[src/rtl/fft_bitrev_reorder.sv]
// ============================================================================
// Module      : fft_bitrev_reorder
// Description : Ping-pong frame buffer converting bit-reversed FFT output order
//               into natural bin order over AXI-Stream style handshakes.
// Revision    : 1.0 - initial release
// ============================================================================
`default_nettype none

module fft_bitrev_reorder #(
    parameter int WIDTH = 24,
    parameter int N     = 16
) (
    input  logic             clk,
    input  logic             rst_n,
    input  logic [WIDTH-1:0] axis_i_tdata,
    input  logic             axis_i_tvalid,
    input  logic             axis_i_tlast,
    output logic             axis_i_tready,
    output logic [WIDTH-1:0] axis_o_tdata,
    output logic             axis_o_tvalid,
    output logic             axis_o_tlast,
    input  logic             axis_o_tready,
    output logic             frame_err
);

    localparam int             c_L       = $clog2(N);
    localparam logic [c_L-1:0] c_CNT_MAX = {c_L{1'b1}};

    function automatic logic [c_L-1:0] f_bitrev(input logic [c_L-1:0] a);
        logic [c_L-1:0] r;
        r = '0;
        for (int i = 0; i < c_L; i++) begin
            r[i] = a[c_L-1-i];
        end
        return r;
    endfunction

    logic [WIDTH-1:0] r_mem [0:1][0:N-1];
    logic [1:0]       r_full;
    logic             r_wr_bank;
    logic             r_rd_bank;
    logic [c_L-1:0]   r_wr_cnt;
    logic [c_L-1:0]   r_rd_cnt;
    logic [WIDTH-1:0] r_o_tdata;
    logic             r_o_tvalid;
    logic             r_o_tlast;
    logic             r_frame_err;

    logic             w_accept;
    logic             w_wr_last;
    logic             w_load;
    logic             w_rd_last;
    logic [1:0]       w_full_nxt;

    assign w_accept  = axis_i_tvalid && !r_full[r_wr_bank];
    assign w_wr_last = (r_wr_cnt == c_CNT_MAX);
    assign w_load    = r_full[r_rd_bank] && (!r_o_tvalid || axis_o_tready);
    assign w_rd_last = (r_rd_cnt == c_CNT_MAX);

    // A bank being filled is never the bank being drained, so set and clear
    // always target different bits and both apply.
    always_comb begin
        w_full_nxt = r_full;
        if (w_accept && w_wr_last) begin
            w_full_nxt[r_wr_bank] = 1'b1;
        end
        if (w_load && w_rd_last) begin
            w_full_nxt[r_rd_bank] = 1'b0;
        end
    end

    // Sample memory carries no reset; stale contents are never read because
    // a bank is only drained after it has been completely rewritten.
    always_ff @(posedge clk) begin
        if (w_accept) begin
            r_mem[r_wr_bank][f_bitrev(r_wr_cnt)] <= axis_i_tdata;
        end
    end

    always_ff @(posedge clk or negedge rst_n) begin
        if (!rst_n) begin
            r_full      <= '0;
            r_wr_bank   <= 1'b0;
            r_rd_bank   <= 1'b0;
            r_wr_cnt    <= '0;
            r_rd_cnt    <= '0;
            r_o_tdata   <= '0;
            r_o_tvalid  <= 1'b0;
            r_o_tlast   <= 1'b0;
            r_frame_err <= 1'b0;
        end else begin
            r_full      <= w_full_nxt;
            // Error when tlast disagrees with the position inside the frame.
            r_frame_err <= w_accept && (axis_i_tlast != w_wr_last);

            if (w_accept) begin
                if (w_wr_last) begin
                    r_wr_cnt  <= '0;
                    r_wr_bank <= ~r_wr_bank;
                end else if (axis_i_tlast) begin
                    r_wr_cnt  <= '0;
                end else begin
                    r_wr_cnt  <= r_wr_cnt + 1'b1;
                end
            end

            if (w_load) begin
                r_o_tdata  <= r_mem[r_rd_bank][r_rd_cnt];
                r_o_tvalid <= 1'b1;
                r_o_tlast  <= w_rd_last;
                if (w_rd_last) begin
                    r_rd_cnt  <= '0;
                    r_rd_bank <= ~r_rd_bank;
                end else begin
                    r_rd_cnt  <= r_rd_cnt + 1'b1;
                end
            end else if (axis_o_tready) begin
                r_o_tvalid <= 1'b0;
            end
        end
    end

    assign axis_i_tready = !r_full[r_wr_bank];
    assign axis_o_tdata  = r_o_tdata;
    assign axis_o_tvalid = r_o_tvalid;
    assign axis_o_tlast  = r_o_tlast;
    assign frame_err     = r_frame_err;

endmodule

`default_nettype wire
[config.mk]
export PLATFORM = sky130hd
export DESIGN_NAME = fft_bitrev_reorder
export DESIGN_NICKNAME = d
export VERILOG_FILES = /design/src/rtl/fft_bitrev_reorder.sv
export SDC_FILE = /design/constraint.sdc
export NUM_CORES = 1
export LEC_CHECK = 0
export CELL_PAD_IN_SITES_DETAIL_PLACEMENT = 1
export CELL_PAD_IN_SITES_GLOBAL_PLACEMENT = 1
export CORE_ASPECT_RATIO = 0.75
export CORE_MARGIN = 2
export CORE_UTILIZATION = 40
export CTS_CLUSTER_SIZE = 12
export DETAILED_ROUTE_END_ITERATION = 10
export DONT_BUFFER_PORTS = 1
export GPL_TIMING_DRIVEN = 1
export PLACE_DENSITY = 0.58
export SYNTH_ARGS = -nofsm -noshare
export SYNTH_HDL_FRONTEND = slang
export SYNTH_SLANG_ARGS = --single-unit
[constraint.sdc]
create_clock -name clk -period 3.8 [get_ports clk]
set_clock_uncertainty 0.1 [all_clocks]
set_input_delay 0.19 -clock clk [delete_from_list [all_inputs] [get_ports clk]]
set_output_delay 0.19 -clock clk [all_outputs]
set_load 0.005 [all_outputs]
==> flow_summary.html <==
<table>
<tr><th>Metric</th><th>Value</th></tr>
<tr><th colspan="2">Worst setup path</th></tr>
<tr><td>Worst-path fanout max</td><td>11</td></tr>
<tr><td>Length in cells of the worst reg-to-reg path</td><td>6</td></tr>
<tr><td>Data required, critical path</td><td>around 4000 ps</td></tr>
<tr><td>Startpoint of the worst setup timing path</td><td>r_wr_bank$_DFFE_PN0N_</td></tr>
<tr><td>Capturing element of the worst setup path</td><td>r_mem[0][135]$_DFFE_PP_</td></tr>
<tr><td>Capturing element type of the critical path</td><td>flop</td></tr>
<tr><td>Arrival @ worst endpoint</td><td>approximately 3600 ps</td></tr>
<tr><td>Path type of the worst setup path</td><td>flop to flop</td></tr>
<tr><td>Reg2Reg Capture Point</td><td>r_mem[0][135]$_DFFE_PP_</td></tr>
<tr><td>CP startpoint kind</td><td>flop</td></tr>
<tr><td>Origin of the critical flop-to-flop path</td><td>r_wr_bank$_DFFE_PN0N_</td></tr>
<tr><td>R2R setup slack</td><td>approximately 390 ps</td></tr>
<tr><th colspan="2">Global route</th></tr>
<tr><td>Wire length of the first global-routing pass</td><td>between 100,000 and 150,000 um</td></tr>
<tr><td>Number of global-route vias before repair</td><td>approximately 16,000</td></tr>
<tr><td>Tot GR Track Use</td><td>22.4%</td></tr>
<tr><td>Largest net degree at the start of global routing</td><td>between 50 and 60</td></tr>
<tr><td>Number of antenna violations at the first check in global routing</td><td>8</td></tr>
<tr><td>Global route overflow</td><td>0</td></tr>
<tr><th colspan="2">Layout</th></tr>
<tr><td>Fraction of final layout cells sized beyond drive strength 1</td><td>a little under a quarter</td></tr>
<tr><td>Register area</td><td>about 24,000 um^2</td></tr>
<tr><td>Fill cell instance count of the final layout</td><td>approximately 7,000</td></tr>
<tr><td>Number of nets at the end of the flow</td><td>around 1,600</td></tr>
<tr><td>Combined area of the multi-input logic cells</td><td>~6700 um^2</td></tr>
<tr><td>Area growth from synthesis to final layout</td><td>16.1%</td></tr>
<tr><td>Final cell count without fillers</td><td>between 2,000 and 3,000</td></tr>
<tr><th colspan="2">Floorplan</th></tr>
<tr><td>Die height</td><td>245 um</td></tr>
<tr><td>Number of cell rows</td><td>88</td></tr>
<tr><td>Width of the die</td><td>325 um</td></tr>
<tr><td>DIE AREA</td><td>~80,000 um^2</td></tr>
<tr><td>Core region area</td><td>76,900 um^2</td></tr>
<tr><td>Initial standard-cell utilization of the core</td><td>about two fifths</td></tr>
<tr><td>Ports placed on the boundary</td><td>between 50 and 60</td></tr>
<tr><th colspan="2">Yosys</th></tr>
<tr><td>Number of register bits inferred by synthesis</td><td>807</td></tr>
<tr><td>Share of the yosys chip area belonging to registers</td><td>77.6%</td></tr>
<tr><td>Total standard cell area after synthesis</td><td>a little over 30,000 um^2</td></tr>
<tr><td>Number of distinct standard cells referenced by the synthesized netlist</td><td>34</td></tr>
<tr><td>Yosys warnings</td><td>0</td></tr>
<tr><td>Number of instances in the synthesized netlist</td><td>between 1,000 and 1,500</td></tr>
<tr><td>Mean cell area of the mapped netlist</td><td>approximately 21 um^2</td></tr>
<tr><td>Post-Syn Nets</td><td>around 1,500</td></tr>
<tr><th colspan="2">Clock tree</th></tr>
<tr><td>Clock insertion delay at the later pin of the skew report</td><td>640 ps</td></tr>
<tr><td>TritonCTS clock tree</td><td>yes</td></tr>
<tr><td>Clock-pin slew on the worst setup and hold paths</td><td>roughly 70 ps</td></tr>
<tr><td>Number of clock sinks</td><td>between 800 and 900</td></tr>
<tr><td>Number of buffers on the longest clock path</td><td>3</td></tr>
<tr><td>Number of H-tree levels</td><td>3</td></tr>
<tr><td>Root Driver</td><td>sky130_fd_sc_hd__clkbuf_16</td></tr>
<tr><td>Setup repair bufs after CTS</td><td>0</td></tr>
<tr><td>TritonCTS Buffers</td><td>81</td></tr>
<tr><th colspan="2">Status</th></tr>
<tr><td>Status</td><td>completed</td></tr>
<tr><th colspan="2">Timing</th></tr>
<tr><td>Part of the cycle the worst path needs</td><td>approximately 90%</td></tr>
<tr><td>Tmin final</td><td>roughly 3400 ps</td></tr>
<tr><td>Setup slack after layout</td><td>slightly below 400 ps</td></tr>
<tr><td>Maximum clock frequency</td><td>between 200 and 300 MHz</td></tr>
<tr><td>Max_slew headroom</td><td>19.6%</td></tr>
<tr><td>Total setup violations reported at the end of the flow</td><td>0</td></tr>
<tr><td>Final hold violation count</td><td>0</td></tr>
<tr><td>Post-route setup TNS</td><td>0 ps</td></tr>
<tr><td>Measured slew at the worst slew-check pin</td><td>about 1200 ps</td></tr>
<tr><td>Max-slew violations</td><td>0</td></tr>
<tr><td>RSZ-0062 raised after global routing</td><td>no</td></tr>
<tr><th colspan="2">Detailed routing</th></tr>
<tr><td>Post-DR wirelength/cell</td><td>about 33 um</td></tr>
<tr><td>Via count</td><td>approximately 15,000</td></tr>
<tr><td>Average vias per placed instance</td><td>5.73</td></tr>
<tr><td>Final antenna-violating net count</td><td>0</td></tr>
<tr><td>Final WL</td><td>between 80,000 and 90,000 um</td></tr>
<tr><td>First DRT Iteration DRCs</td><td>1,862</td></tr>
<tr><td>DRC errors left</td><td>0</td></tr>
<tr><td>Total iterations of the first detailed-routing run</td><td>7</td></tr>
<tr><th colspan="2">Pwr</th></tr>
<tr><td>Total chip power</td><td>around 18,000 uW</td></tr>
<tr><td>Largest vdd supply drop</td><td>between 0.3 and 0.4 mV</td></tr>
<tr><td>Cell Pwr Density</td><td>around 490 nW/um^2</td></tr>
<tr><td>Standby leakage power</td><td>between 0.01 and 0.015 uW</td></tr>
<tr><th colspan="2">Flow run</th></tr>
<tr><td>Maximum Capacitance Violations</td><td>0</td></tr>
<tr><th colspan="2">Worst hold path</th></tr>
<tr><td>Hold/Removal Path Class</td><td>input pin to asynchronous set/reset pin</td></tr>
<tr><th colspan="2">Place</th></tr>
<tr><td>Final estimated routing congestion in global placement</td><td>approximately 0.76</td></tr>
<tr><td>Quantity of I/O buffers inserted on ports</td><td>0</td></tr>
<tr><td>Total half-perimeter wirelength after legalization and detailed placement</td><td>between 50,000 and 60,000 um</td></tr>
<tr><td>Pre-CTS setup slack</td><td>roughly 520 ps</td></tr>
<tr><td>DP Cell Count</td><td>between 2,000 and 2,500</td></tr>
</table>
cells by family after synthesis:
kind of cell | count (synthesis) | share of synthesized area (%)
fa+ha+maj | 5 | 0.202
compound gates | 134 | 3.67
simple gates | 122 | 1.63
mux | 292 | 15.3
buf+inv | 83 | 1.59
xor+xnor | 3 | 0.0848
flops | 807 | 77.6
registers in the layout, summed over array words and instances (netlist names):
name           flops
r_rd_cnt           4
frame_err          1
axis_o_tdata      24
axis_o_tlast       1
r_wr_bank          1
r_wr_cnt           4
axis_o_tvalid      1
r_rd_bank          1
r_full             2
r_mem            768
area by class of cell:
class                      instances  share of cell area, %
antenna                            2                 0.0139
clock inverter                    16                  0.243
sequential                       807                   66.9
multi-input combinational        556                   18.6
clock buffer                     127                   6.28
tap                             1035                   3.60
inverter                           4                 0.0417
timing repair buffer             123                   4.33
stage by stage:
stage	utilization [%]	hold WS (ps)	area, um^2
after floorplan	-	-206	31000
after global placement	42.8	-204	32900
after detailed placement	42.8	-204	32900
after CTS	46.8	43.8	36000
after global routing	46.8	42.7	36000
final	46.8	66.8	36000
critical path, cell delays in order (launching register included):
cell                      delay [ps]
sky130_fd_sc_hd__dfrtp_1         620
sky130_fd_sc_hd__mux2i_1         240
sky130_fd_sc_hd__buf_4           190
sky130_fd_sc_hd__and2_0          340
sky130_fd_sc_hd__nand2_1         490
sky130_fd_sc_hd__nor2_4          750
sky130_fd_sc_hd__buf_4           340
cell usage after synthesis, drive strengths merged:
cell type    n  area (um^2)
a31oi        1         6.26
inv          4         15.0
mux4       144         3240
nand3b       2         15.0
nand2       41          154
nand4b       1         8.76
and2         1         6.26
xnor2        2         17.5
or2          1         6.26
buf         45          350
o21ai        8         40.0
a21o         1         7.51
o221a       24          270
o22ai       24          150
nor2b        2         12.5
dfrtp       39          976
xor2         1         8.76
edfxtp     768        23100
a22o         1         8.76
a21oi        1         5.00
nand2b       3         18.8
o2111ai     24          210
o22a        25          219
mux2         2         22.5
mux2i      146         1460
clkbuf      34          128
nor2        58          218
a2bb2oi      1         8.76
a211o       24          210
nand3        7         35.0
ha           5         62.6
nor3         6         30.0
layer usage:
metal | vias up | GRT usage, % | routed length, um
met1 | 8295 | 33.1 | 40000
met3 | 102 | 5.93 | 7030
met2 | 560 | 33.4 | 39200
met4 | 6 | 5.11 | 1610
met5 | - | 0 | 41
li1 | 6327 | - | -
repair_timing:
action / in CTS / in global routing
hold buffers: 52 / 0
resized for setup: 0 / 0
endpoints found under the hold margin: 815 / 0
power by group:
part | total, uW | leakage, uW | switching, uW | internal, uW
Clock | 7340 | 0.00113 | 3260 | 4080
Sequential | 9860 | 0.00733 | 33.2 | 9820
Combinational | 515 | 0.00220 | 340 | 175
Total | 17700 | 0.0107 | 3630 | 14100
worst min-delay path by stage:
stage	endpoint	depth (start not counted)	start	slack, ps
2_1_floorplan	axis_o_tdata[0]$_DFFE_PN0P_	0	rst_n	-210
3_3_place_gp	axis_o_tdata[22]$_DFFE_PN0P_	0	rst_n	-200
3_5_place_dp	axis_o_tdata[22]$_DFFE_PN0P_	0	rst_n	-200
4_1_cts	axis_o_tdata[19]$_DFFE_PN0P_	2	rst_n	40
5_1_grt	axis_o_tdata[19]$_DFFE_PN0P_	2	rst_n	40
6_report	axis_o_tdata[19]$_DFFE_PN0P_	2	rst_n	70
cell usage in the layout, fill, tap and decap left out, drive strengths merged:
cell         count
clkinv          14
o2111ai         24
buf             93
o22ai           24
a211o           24
mux4           144
a21oi            1
clkbuf         127
o22a            25
nand4b           1
dlygate4sd3     30
nor3             6
nand2b           3
inv              6
a21o             1
o221a           24
edfxtp         768
ha               5
nand2           41
mux2i          146
o21ai            8
and2             1
xnor2            2
or2              1
nor2            58
a2bb2oi          1
diode            2
mux2             2
a31oi            1
dfrtp           39
nand3            7
xor2             1
a22o             1
nor2b            2
nand3b           2
(Power assumes the default switching activity.)
